[config.mk]
export PLATFORM = sky130hd
export DESIGN_NAME = modred_arbiter
export DESIGN_NICKNAME = d
export VERILOG_FILES = /design/src/rtl/modred_arbiter_pkg.sv /design/src/rtl/modred_rsp_fifo.sv /design/src/rtl/modred_arbiter.sv
export SDC_FILE = /design/constraint.sdc
export NUM_CORES = 1
export LEC_CHECK = 0
export BUFFER_PORTS_ARGS = -buffer_cell sky130_fd_sc_hd__buf_4
export CAP_MARGIN = 15
export CORE_AREA = 2 2 242 172
export DETAILED_ROUTE_END_ITERATION = 8
export DIE_AREA = 0 0 244 174
export GPL_TIMING_DRIVEN = 0
export HOLD_SLACK_MARGIN = 0.05
export PLACE_DENSITY = 0.7
export SETUP_SLACK_MARGIN = 0.02
export SLEW_MARGIN = 20
export SYNTH_ARGS = -nofsm -noshare
export SYNTH_HDL_FRONTEND = slang
export SYNTH_SLANG_ARGS = --single-unit
[constraint.sdc]
create_clock -name clk -period 2.5 [get_ports clk]
set_clock_uncertainty 0.2 [all_clocks]
set_input_delay 0.5 -clock clk [delete_from_list [all_inputs] [get_ports clk]]
set_output_delay 0.5 -clock clk [all_outputs]
set_load 0.03 [all_outputs]
[src/rtl/modred_arbiter_pkg.sv]
// Shared definitions for the modular-reduction arbiter: parameter defaults,
// datapath latency per word stage, and the in-flight tag record.
package modred_arbiter_pkg;

  localparam int unsigned DEF_N_REQ  = 4;
  localparam int unsigned DEF_DIN_W  = 64;
  localparam int unsigned DEF_DOUT_W = 32;

  // Each Montgomery word stage costs two pipeline cycles.
  localparam int unsigned CYCLES_PER_WORD_STAGE = 2;
  localparam int unsigned DEF_WORD_STAGES       = 3;

  function automatic int unsigned lat_for_stages(input int unsigned stages);
    return CYCLES_PER_WORD_STAGE * stages;
  endfunction

  localparam int unsigned DEF_LAT   = lat_for_stages(DEF_WORD_STAGES);
  localparam int unsigned DEF_DEPTH = DEF_LAT + 2;

  // Tag id is sized for the largest supported requester count (8).
  localparam int unsigned TAG_ID_W = 3;

  typedef struct packed {
    logic                v;
    logic [TAG_ID_W-1:0] id;
  } tag_t;

endpackage

[src/rtl/modred_rsp_fifo.sv]
// First-word fall-through result FIFO of {data, id} entries.
// Ports: clk/reset (async active-low); push + push_data/push_id write the
// tail; pop removes the head when rd_valid; rd_valid/rd_data/rd_id present
// the head; count is the registered occupancy.
module modred_rsp_fifo
  import modred_arbiter_pkg::*;
#(
  parameter int unsigned DATA_W = DEF_DOUT_W,
  parameter int unsigned ID_W   = 2,
  parameter int unsigned DEPTH  = DEF_DEPTH,
  localparam int unsigned CNT_W = $clog2(DEPTH + 1)
) (
  input  logic              clk,
  input  logic              reset,
  input  logic              push,
  input  logic [DATA_W-1:0] push_data,
  input  logic [ID_W-1:0]   push_id,
  input  logic              pop,
  output logic              rd_valid,
  output logic [DATA_W-1:0] rd_data,
  output logic [ID_W-1:0]   rd_id,
  output logic [CNT_W-1:0]  count
);

  localparam int unsigned PTR_W = (DEPTH > 1) ? $clog2(DEPTH) : 1;

  logic [DATA_W-1:0] data_mem [DEPTH];
  logic [ID_W-1:0]   id_mem   [DEPTH];
  logic [PTR_W-1:0]  wr_ptr;
  logic [PTR_W-1:0]  rd_ptr;
  logic              do_pop;
  logic [CNT_W-1:0]  count_nxt;

  // Pointer increment with explicit wrap so non-power-of-two depths work.
  function automatic logic [PTR_W-1:0] ptr_inc(input logic [PTR_W-1:0] p);
    return (32'(p) == DEPTH - 1) ? '0 : p + PTR_W'(1);
  endfunction

  // Occupancy bookkeeping; a simultaneous push and pop leaves it unchanged.
  always_comb begin
    do_pop    = pop && rd_valid;
    count_nxt = count + CNT_W'(push) - CNT_W'(do_pop);
  end

  // Storage, pointers and registered valid flag.
  always_ff @(posedge clk or negedge reset) begin
    if (!reset) begin
      wr_ptr   <= '0;
      rd_ptr   <= '0;
      count    <= '0;
      rd_valid <= 1'b0;
      for (int unsigned i = 0; i < DEPTH; i++) begin
        data_mem[i] <= '0;
        id_mem[i]   <= '0;
      end
    end else begin
      if (push) begin
        data_mem[wr_ptr] <= push_data;
        id_mem[wr_ptr]   <= push_id;
        wr_ptr           <= ptr_inc(wr_ptr);
      end
      if (do_pop) begin
        rd_ptr <= ptr_inc(rd_ptr);
      end
      count    <= count_nxt;
      rd_valid <= (count_nxt != '0);
    end
  end

  // Head of queue is always visible (fall-through).
  assign rd_data = data_mem[rd_ptr];
  assign rd_id   = id_mem[rd_ptr];

endmodule

[src/rtl/modred_arbiter.sv]
// Round-robin arbiter feeding one fixed-latency, non-stallable Montgomery
// reduction datapath, with a tag pipe tracking requester ids in flight and a
// result FIFO returning tagged responses.
// Ports: clk, reset (async active-low); req_valid/req_ready/req_data per
// requester; pause blocks new grants; red_t1 drives the datapath operand and
// red_c returns its result LAT cycles later; rsp_valid/rsp_ready/rsp_data/
// rsp_id form the response port; busy flags outstanding work.
module modred_arbiter
  import modred_arbiter_pkg::*;
#(
  parameter int unsigned N_REQ  = DEF_N_REQ,
  parameter int unsigned DIN_W  = DEF_DIN_W,
  parameter int unsigned DOUT_W = DEF_DOUT_W,
  parameter int unsigned LAT    = DEF_LAT,
  parameter int unsigned DEPTH  = DEF_DEPTH,
  localparam int unsigned ID_W  = (N_REQ > 1) ? $clog2(N_REQ) : 1
) (
  input  logic                   clk,
  input  logic                   reset,
  input  logic [N_REQ-1:0]       req_valid,
  output logic [N_REQ-1:0]       req_ready,
  input  logic [N_REQ*DIN_W-1:0] req_data,
  input  logic                   pause,
  output logic [DIN_W-1:0]       red_t1,
  input  logic [DOUT_W-1:0]      red_c,
  output logic                   rsp_valid,
  input  logic                   rsp_ready,
  output logic [DOUT_W-1:0]      rsp_data,
  output logic [ID_W-1:0]        rsp_id,
  output logic                   busy
);

  localparam int unsigned CNT_W = $clog2(DEPTH + 1);
  localparam int unsigned INF_W = $clog2(LAT + 2);

  logic [ID_W-1:0]  rr_ptr;
  logic [ID_W-1:0]  pick;
  logic [ID_W-1:0]  next_ptr;
  logic             found;
  int unsigned      idx;
  logic             credit_ok;
  logic             grant;
  logic [DIN_W-1:0] pick_data;

  tag_t             tag_pipe [LAT+1];
  logic             push;
  logic [ID_W-1:0]  push_id;
  logic             pop;
  logic [INF_W-1:0] inflight;
  logic [INF_W-1:0] inflight_nxt;
  logic [CNT_W-1:0] fifo_count;
  logic [CNT_W-1:0] fifo_count_nxt;

  // Round-robin pick: first asserted request at or after rr_ptr.
  always_comb begin
    found = 1'b0;
    pick  = '0;
    idx   = 0;
    for (int unsigned k = 0; k < N_REQ; k++) begin
      idx = 32'(rr_ptr) + k;
      if (idx >= N_REQ) idx = idx - N_REQ;
      if (!found && req_valid[idx[ID_W-1:0]]) begin
        found = 1'b1;
        pick  = idx[ID_W-1:0];
      end
    end
  end

  // Grant decision. Credit uses registered FIFO occupancy, so a pop only
  // frees a slot on the following cycle and a push can never overflow.
  always_comb begin
    credit_ok = (32'(fifo_count) + 32'(inflight)) < DEPTH;
    grant     = reset && found && !pause && credit_ok;
    req_ready = grant ? (N_REQ'(1) << pick) : '0;
    pick_data = req_data[32'(pick)*DIN_W +: DIN_W];
    next_ptr  = (32'(pick) == N_REQ - 1) ? '0 : pick + ID_W'(1);
  end

  // Tag pipe exit marks the cycle red_c carries a live result.
  always_comb begin
    push           = tag_pipe[LAT].v;
    push_id        = ID_W'(tag_pipe[LAT].id);
    pop            = rsp_valid && rsp_ready;
    inflight_nxt   = inflight + INF_W'(grant) - INF_W'(push);
    fifo_count_nxt = fifo_count + CNT_W'(push) - CNT_W'(pop);
  end

  // Issue register, pointer, tag pipe, in-flight counter and busy flag.
  always_ff @(posedge clk or negedge reset) begin
    if (!reset) begin
      rr_ptr   <= '0;
      red_t1   <= '0;
      inflight <= '0;
      busy     <= 1'b0;
      for (int unsigned i = 0; i <= LAT; i++) begin
        tag_pipe[i] <= '0;
      end
    end else begin
      if (grant) begin
        rr_ptr <= next_ptr;
        red_t1 <= pick_data;
      end
      tag_pipe[0] <= tag_t'{v: grant, id: TAG_ID_W'(pick)};
      for (int unsigned i = 1; i <= LAT; i++) begin
        tag_pipe[i] <= tag_pipe[i-1];
      end
      inflight <= inflight_nxt;
      busy     <= (inflight_nxt != '0) || (fifo_count_nxt != '0);
    end
  end

  modred_rsp_fifo #(
    .DATA_W (DOUT_W),
    .ID_W   (ID_W),
    .DEPTH  (DEPTH)
  ) u_fifo (
    .clk       (clk),
    .reset     (reset),
    .push      (push),
    .push_data (red_c),
    .push_id   (push_id),
    .pop       (pop),
    .rd_valid  (rsp_valid),
    .rd_data   (rsp_data),
    .rd_id     (rsp_id),
    .count     (fifo_count)
  );

endmodule
==> impl_metrics.prom <==
# TYPE chip_impl_metric gauge
chip_impl_metric{name="gpl.final_weighted_congestion",unit=""} 0.928
chip_impl_metric{name="drt_iter0_drc",unit=""} 663
chip_impl_info{name="outcome",value="finished, violations left"} 1
chip_impl_metric{name="final_cells",unit=""} 2262
chip_impl_metric{name="net-switching-power",unit="µW"} 10500
chip_impl_metric{name="warnings_synthesis",unit=""} 0
chip_impl_info{name="yosys.cell_count.top_type",value="sky130_fd_sc_hd__dfrtp_1"} 1
chip_impl_metric{name="via_count_of_the_first_global_routing_pass",unit=""} 13300
chip_impl_metric{name="met3_length",unit="µm"} 3700
chip_impl_metric{name="clock_power_share",unit=""} 0.195
chip_impl_info{name="setup.worst_path.start_class",value="flop"} 1
chip_impl_metric{name="synth_area_per_cell",unit="µm²"} 15.2
chip_impl_metric{name="grt_antenna_before_repair",unit=""} 1
chip_impl_metric{name="synth_cell_types",unit=""} 47
chip_impl_info{name="worst_min_delay_path_class",value="in2reg"} 1
chip_impl_metric{name="clock.fmax",unit="MHz"} 329
chip_impl_metric{name="asyncSetResetFlopFracSynth",unit=""} 1.00
chip_impl_metric{name="wl_met2",unit="µm"} 25400
chip_impl_metric{name="post_drt_via_cell_ratio",unit=""} 5.60
chip_impl_metric{name="clk_path_buf_depth",unit=""} 3
chip_impl_metric{name="cts-buffers-inserted",unit=""} 40
chip_impl_metric{name="hpwlAfterDp",unit="µm"} 37900
chip_impl_metric{name="wl_per_cell",unit="µm"} 24.3
chip_impl_metric{name="detail_route.drc_violations",unit=""} 0
chip_impl_metric{name="hold_viol_final",unit=""} 0
chip_impl_metric{name="initial_core_util",unit=""} 0.443
chip_impl_metric{name="port_buffers",unit=""} 399
chip_impl_metric{name="detail_route.wirelength.met1",unit="µm"} 24300
chip_impl_metric{name="grt_util_all_layers",unit=""} 0.258
chip_impl_metric{name="fin_nets",unit=""} 2004
chip_impl_metric{name="power.density",unit="nW/µm²"} 1190
chip_impl_metric{name="layout-area-overhead-vs-synth",unit="%"} 36.7
chip_impl_info{name="post-synth-top-area-cell",value="sky130_fd_sc_hd__dfrtp_1"} 1
chip_impl_metric{name="design.die.area",unit="µm²"} 42500
chip_impl_info{name="route.top_layer_used",value="met4"} 1
chip_impl_metric{name="synth_top_cell_area_share",unit=""} 0.523
chip_impl_metric{name="die_height",unit="µm"} 174
chip_impl_metric{name="power.share.combinational",unit=""} 0.484
chip_impl_metric{name="cp.arrival",unit="ps"} 2340
chip_impl_metric{name="relSlewSlack",unit=""} 0.426
chip_impl_metric{name="power",unit="µW"} 29100
chip_impl_info{name="commonest_register_cell_after_synthesis",value="sky130_fd_sc_hd__dfrtp_1"} 1
chip_impl_metric{name="slew_violations",unit=""} 0
chip_impl_metric{name="globalRoute.totalOverflow",unit=""} 0
chip_impl_info{name="grt_setup_unrepaired",value="yes"} 1
chip_impl_metric{name="finalCritPeriodShare",unit=""} 1.22
chip_impl_metric{name="chipWidth",unit="µm"} 244
chip_impl_metric{name="placement_rows",unit=""} 62
chip_impl_metric{name="power.ir.vdd_worst",unit="mV"} 0.755
chip_impl_metric{name="placed_cells",unit=""} 2123
chip_impl_metric{name="max-cap-violations",unit=""} 0
chip_impl_metric{name="worstPathMaxFanout",unit=""} 10
chip_impl_info{name="root_buffer",value="sky130_fd_sc_hd__clkbuf_16"} 1
chip_impl_metric{name="final_critical_delay_including_setup_and_external_delays",unit="ps"} 3040
chip_impl_metric{name="synth_edf_count",unit=""} 0
chip_impl_metric{name="grt_max_degree",unit=""} 85
chip_impl_metric{name="tightest_slew",unit="ps"} 858
chip_impl_metric{name="path_clk_slew",unit="ps"} 60
chip_impl_metric{name="wirelength",unit="µm"} 55100
chip_impl_metric{name="syn-num-nets",unit=""} 1489
chip_impl_metric{name="synth_sequential_area_ratio",unit=""} 0.523
chip_impl_metric{name="pwr-share-seq",unit=""} 0.321
chip_impl_metric{name="synth_area",unit="µm²"} 17900
chip_impl_metric{name="critical_path_data_required_time",unit="ps"} 1800
chip_impl_metric{name="drt-pass1-iter-count",unit=""} 5
chip_impl_metric{name="ctsHtreeMaxLevel",unit=""} 2
chip_impl_metric{name="fp.coreArea",unit="µm²"} 40400
chip_impl_metric{name="grt_first_pass_wirelength",unit="µm"} 83000
chip_impl_info{name="yosys-top-cells-area",value="sky130_fd_sc_hd__dfrtp_1 52%, sky130_fd_sc_hd__mux2_2 13%, sky130_fd_sc_hd__mux4_2 8.6%"} 1
chip_impl_info{name="synth.top_cells.by_count",value="374 x sky130_fd_sc_hd__dfrtp_1, 201 x sky130_fd_sc_hd__mux2_2, 128 x sky130_fd_sc_hd__mux2i_1"} 1
chip_impl_metric{name="ys_ff_latch",unit=""} 374
chip_impl_metric{name="power.leakage",unit="µW"} 0.0117
chip_impl_metric{name="cts_num_sinks",unit=""} 374
chip_impl_info{name="worstSetupEndpointType",value="output pin"} 1
chip_impl_metric{name="antenna_violating_nets_remaining",unit=""} 0
chip_impl_metric{name="post-route-worst-setup-slack",unit="ps"} -540
chip_impl_info{name="failing_checks",value="setup timing"} 1
chip_impl_info{name="cts_tree",value="yes"} 1
chip_impl_metric{name="netlist_instances",unit=""} 1176
chip_impl_metric{name="vias",unit=""} 12700
chip_impl_metric{name="final_layout_size_suffix_gt1_frac",unit=""} 0.531
chip_impl_metric{name="p_int",unit="µW"} 18600
chip_impl_metric{name="fraction_of_power_spent_switching_nets",unit=""} 0.361
chip_impl_metric{name="pre_cts_ws",unit="ps"} -2160
chip_impl_metric{name="io_pins",unit=""} 400
chip_impl_info{name="path_type_of_the_worst_setup_path",value="reg2out"} 1
chip_impl_metric{name="insertion_delay",unit="ps"} 550
chip_impl_metric{name="final-setup-viol-count",unit=""} 39
-- metal layers --
metal,vias up,track usage
li1,5454,-
met1,6664,0.367
met2,465,0.399
met3,94,0.0577
met4,0,0.0737
met5,-,0
-- layout by cell type, fill, tap and decap left out, types with 3 or more instances in the layout --
master,synthesis,routed
sky130_fd_sc_hd__mux2_2,201,182
sky130_fd_sc_hd__mux4_2,68,68
sky130_fd_sc_hd__nand2_1,70,70
sky130_fd_sc_hd__buf_16,0,8
sky130_fd_sc_hd__ha_4,0,4
sky130_fd_sc_hd__mux2_1,78,78
sky130_fd_sc_hd__buf_12,11,19
sky130_fd_sc_hd__clkbuf_2,0,8
sky130_fd_sc_hd__o22ai_1,3,3
sky130_fd_sc_hd__dfrtp_1,374,372
sky130_fd_sc_hd__bufbuf_16,0,9
sky130_fd_sc_hd__inv_2,3,3
sky130_fd_sc_hd__buf_6,5,49
sky130_fd_sc_hd__buf_4,11,385
sky130_fd_sc_hd__mux2i_1,128,125
sky130_fd_sc_hd__clkinv_2,0,6
sky130_fd_sc_hd__mux2_4,30,49
sky130_fd_sc_hd__clkbuf_8,4,12
sky130_fd_sc_hd__nand2b_1,3,3
sky130_fd_sc_hd__clkinvlp_4,0,3
sky130_fd_sc_hd__xor2_1,3,3
sky130_fd_sc_hd__clkbuf_16,0,43
sky130_fd_sc_hd__o221ai_1,64,64
sky130_fd_sc_hd__ha_1,16,12
sky130_fd_sc_hd__inv_1,13,11
sky130_fd_sc_hd__clkbuf_1,15,8
sky130_fd_sc_hd__and2_4,0,4
sky130_fd_sc_hd__buf_2,34,24
sky130_fd_sc_hd__clkbuf_4,1,4
sky130_fd_sc_hd__dlygate4sd3_1,0,38
-- cell families after synthesis --
family / count (synthesis) / synth area share
compound gates: 77 / 0.0359
xor+xnor: 6 / 0.00294
buf+inv: 99 / 0.0417
mux: 505 / 0.358
fa+ha+maj: 17 / 0.0123
flops: 374 / 0.523
simple gates: 98 / 0.0268
-- worst max-delay path, cell delays in order, from the launching register on --
cell and delay, ps:
sky130_fd_sc_hd__dfrtp_2 430, sky130_fd_sc_hd__clkbuf_16 210, sky130_fd_sc_hd__buf_12 170, sky130_fd_sc_hd__mux4_2 520, sky130_fd_sc_hd__mux2_4 310, sky130_fd_sc_hd__buf_6 140
-- flip-flops by register name (all words and copies together), names as in the netlist, 2 cells and up --
register / cells
u_fifo.data_mem: 256
red_t1: 64
tag_pipe: 18
u_fifo.id_mem: 16
u_fifo.count: 4
inflight: 3
u_fifo.rd_ptr: 3
u_fifo.wr_ptr: 3
push_id: 2
rr_ptr: 2
-- power groups by stage --
stage / Sequential, µW / Clock, µW / Combinational [µW]
finish: 9360 / 5690 / 14100
global route: 9580 / 6070 / 14800
CTS: 9300 / 5800 / 13700
detailed placement: 9350 / 0 / 12400
global placement: 9240 / 0 / 12200
floorplan: 9910 / 0 / 7570
-- worst paths after layout --
path                       slack, ps        startpoint             endpoint  cells past startpoint
min in group asynchronous        190             reset  u_fifo.data_mem[26]                      5
max in group asynchronous        910             reset     u_fifo.wr_ptr[1]                      4
min                               70       req_data[7]            red_t1[7]                      3
min reg2reg                      140       tag_pipe[8]          tag_pipe[4]                      0
max reg2reg                     -350       inflight[1]                 busy                     12
max                             -540  u_fifo.rd_ptr[0]         rsp_data[13]                      5
-- what timing repair did --
| action | CTS | global route |
|---|---|---|
| hold buffers | 42 | 1 |
| setup buffers | 12 | 3 |
| endpoints found under the hold margin | 430 | 20 |
| gates resized for setup | 133 | 29 |
| setup endpoints to repair | 109 | 119 |
| gates cloned | 11 | 3 |
| pin swaps | 6 | 3 |
-- through the flow --
step	area [µm²]	util	setup TNS (ps)	hold slack, ps
after global placement	21600	0.534	-1369390	131
final	24500	0.606	-18760	67.9
after detailed placement	21700	0.537	-125330	135
after floorplan	17900	-	-118	4.41
after global routing	24500	0.606	-20720	66.4
after CTS	24300	0.601	-18830	55.5
-- area by class of cell --
class	instances	area, µm²
antenna	1	2.50
sequential	374	9360
inverter	16	67.6
buffer	81	876
clock inverter	12	98.8
timing repair buffer	474	4230
multi-input combinational	703	8010
tap	544	681
timing repair inverter	1	7.51
fill	3072	15900
clock buffer	56	1140
No activity file was read; power rests on OpenSTA's default activity.
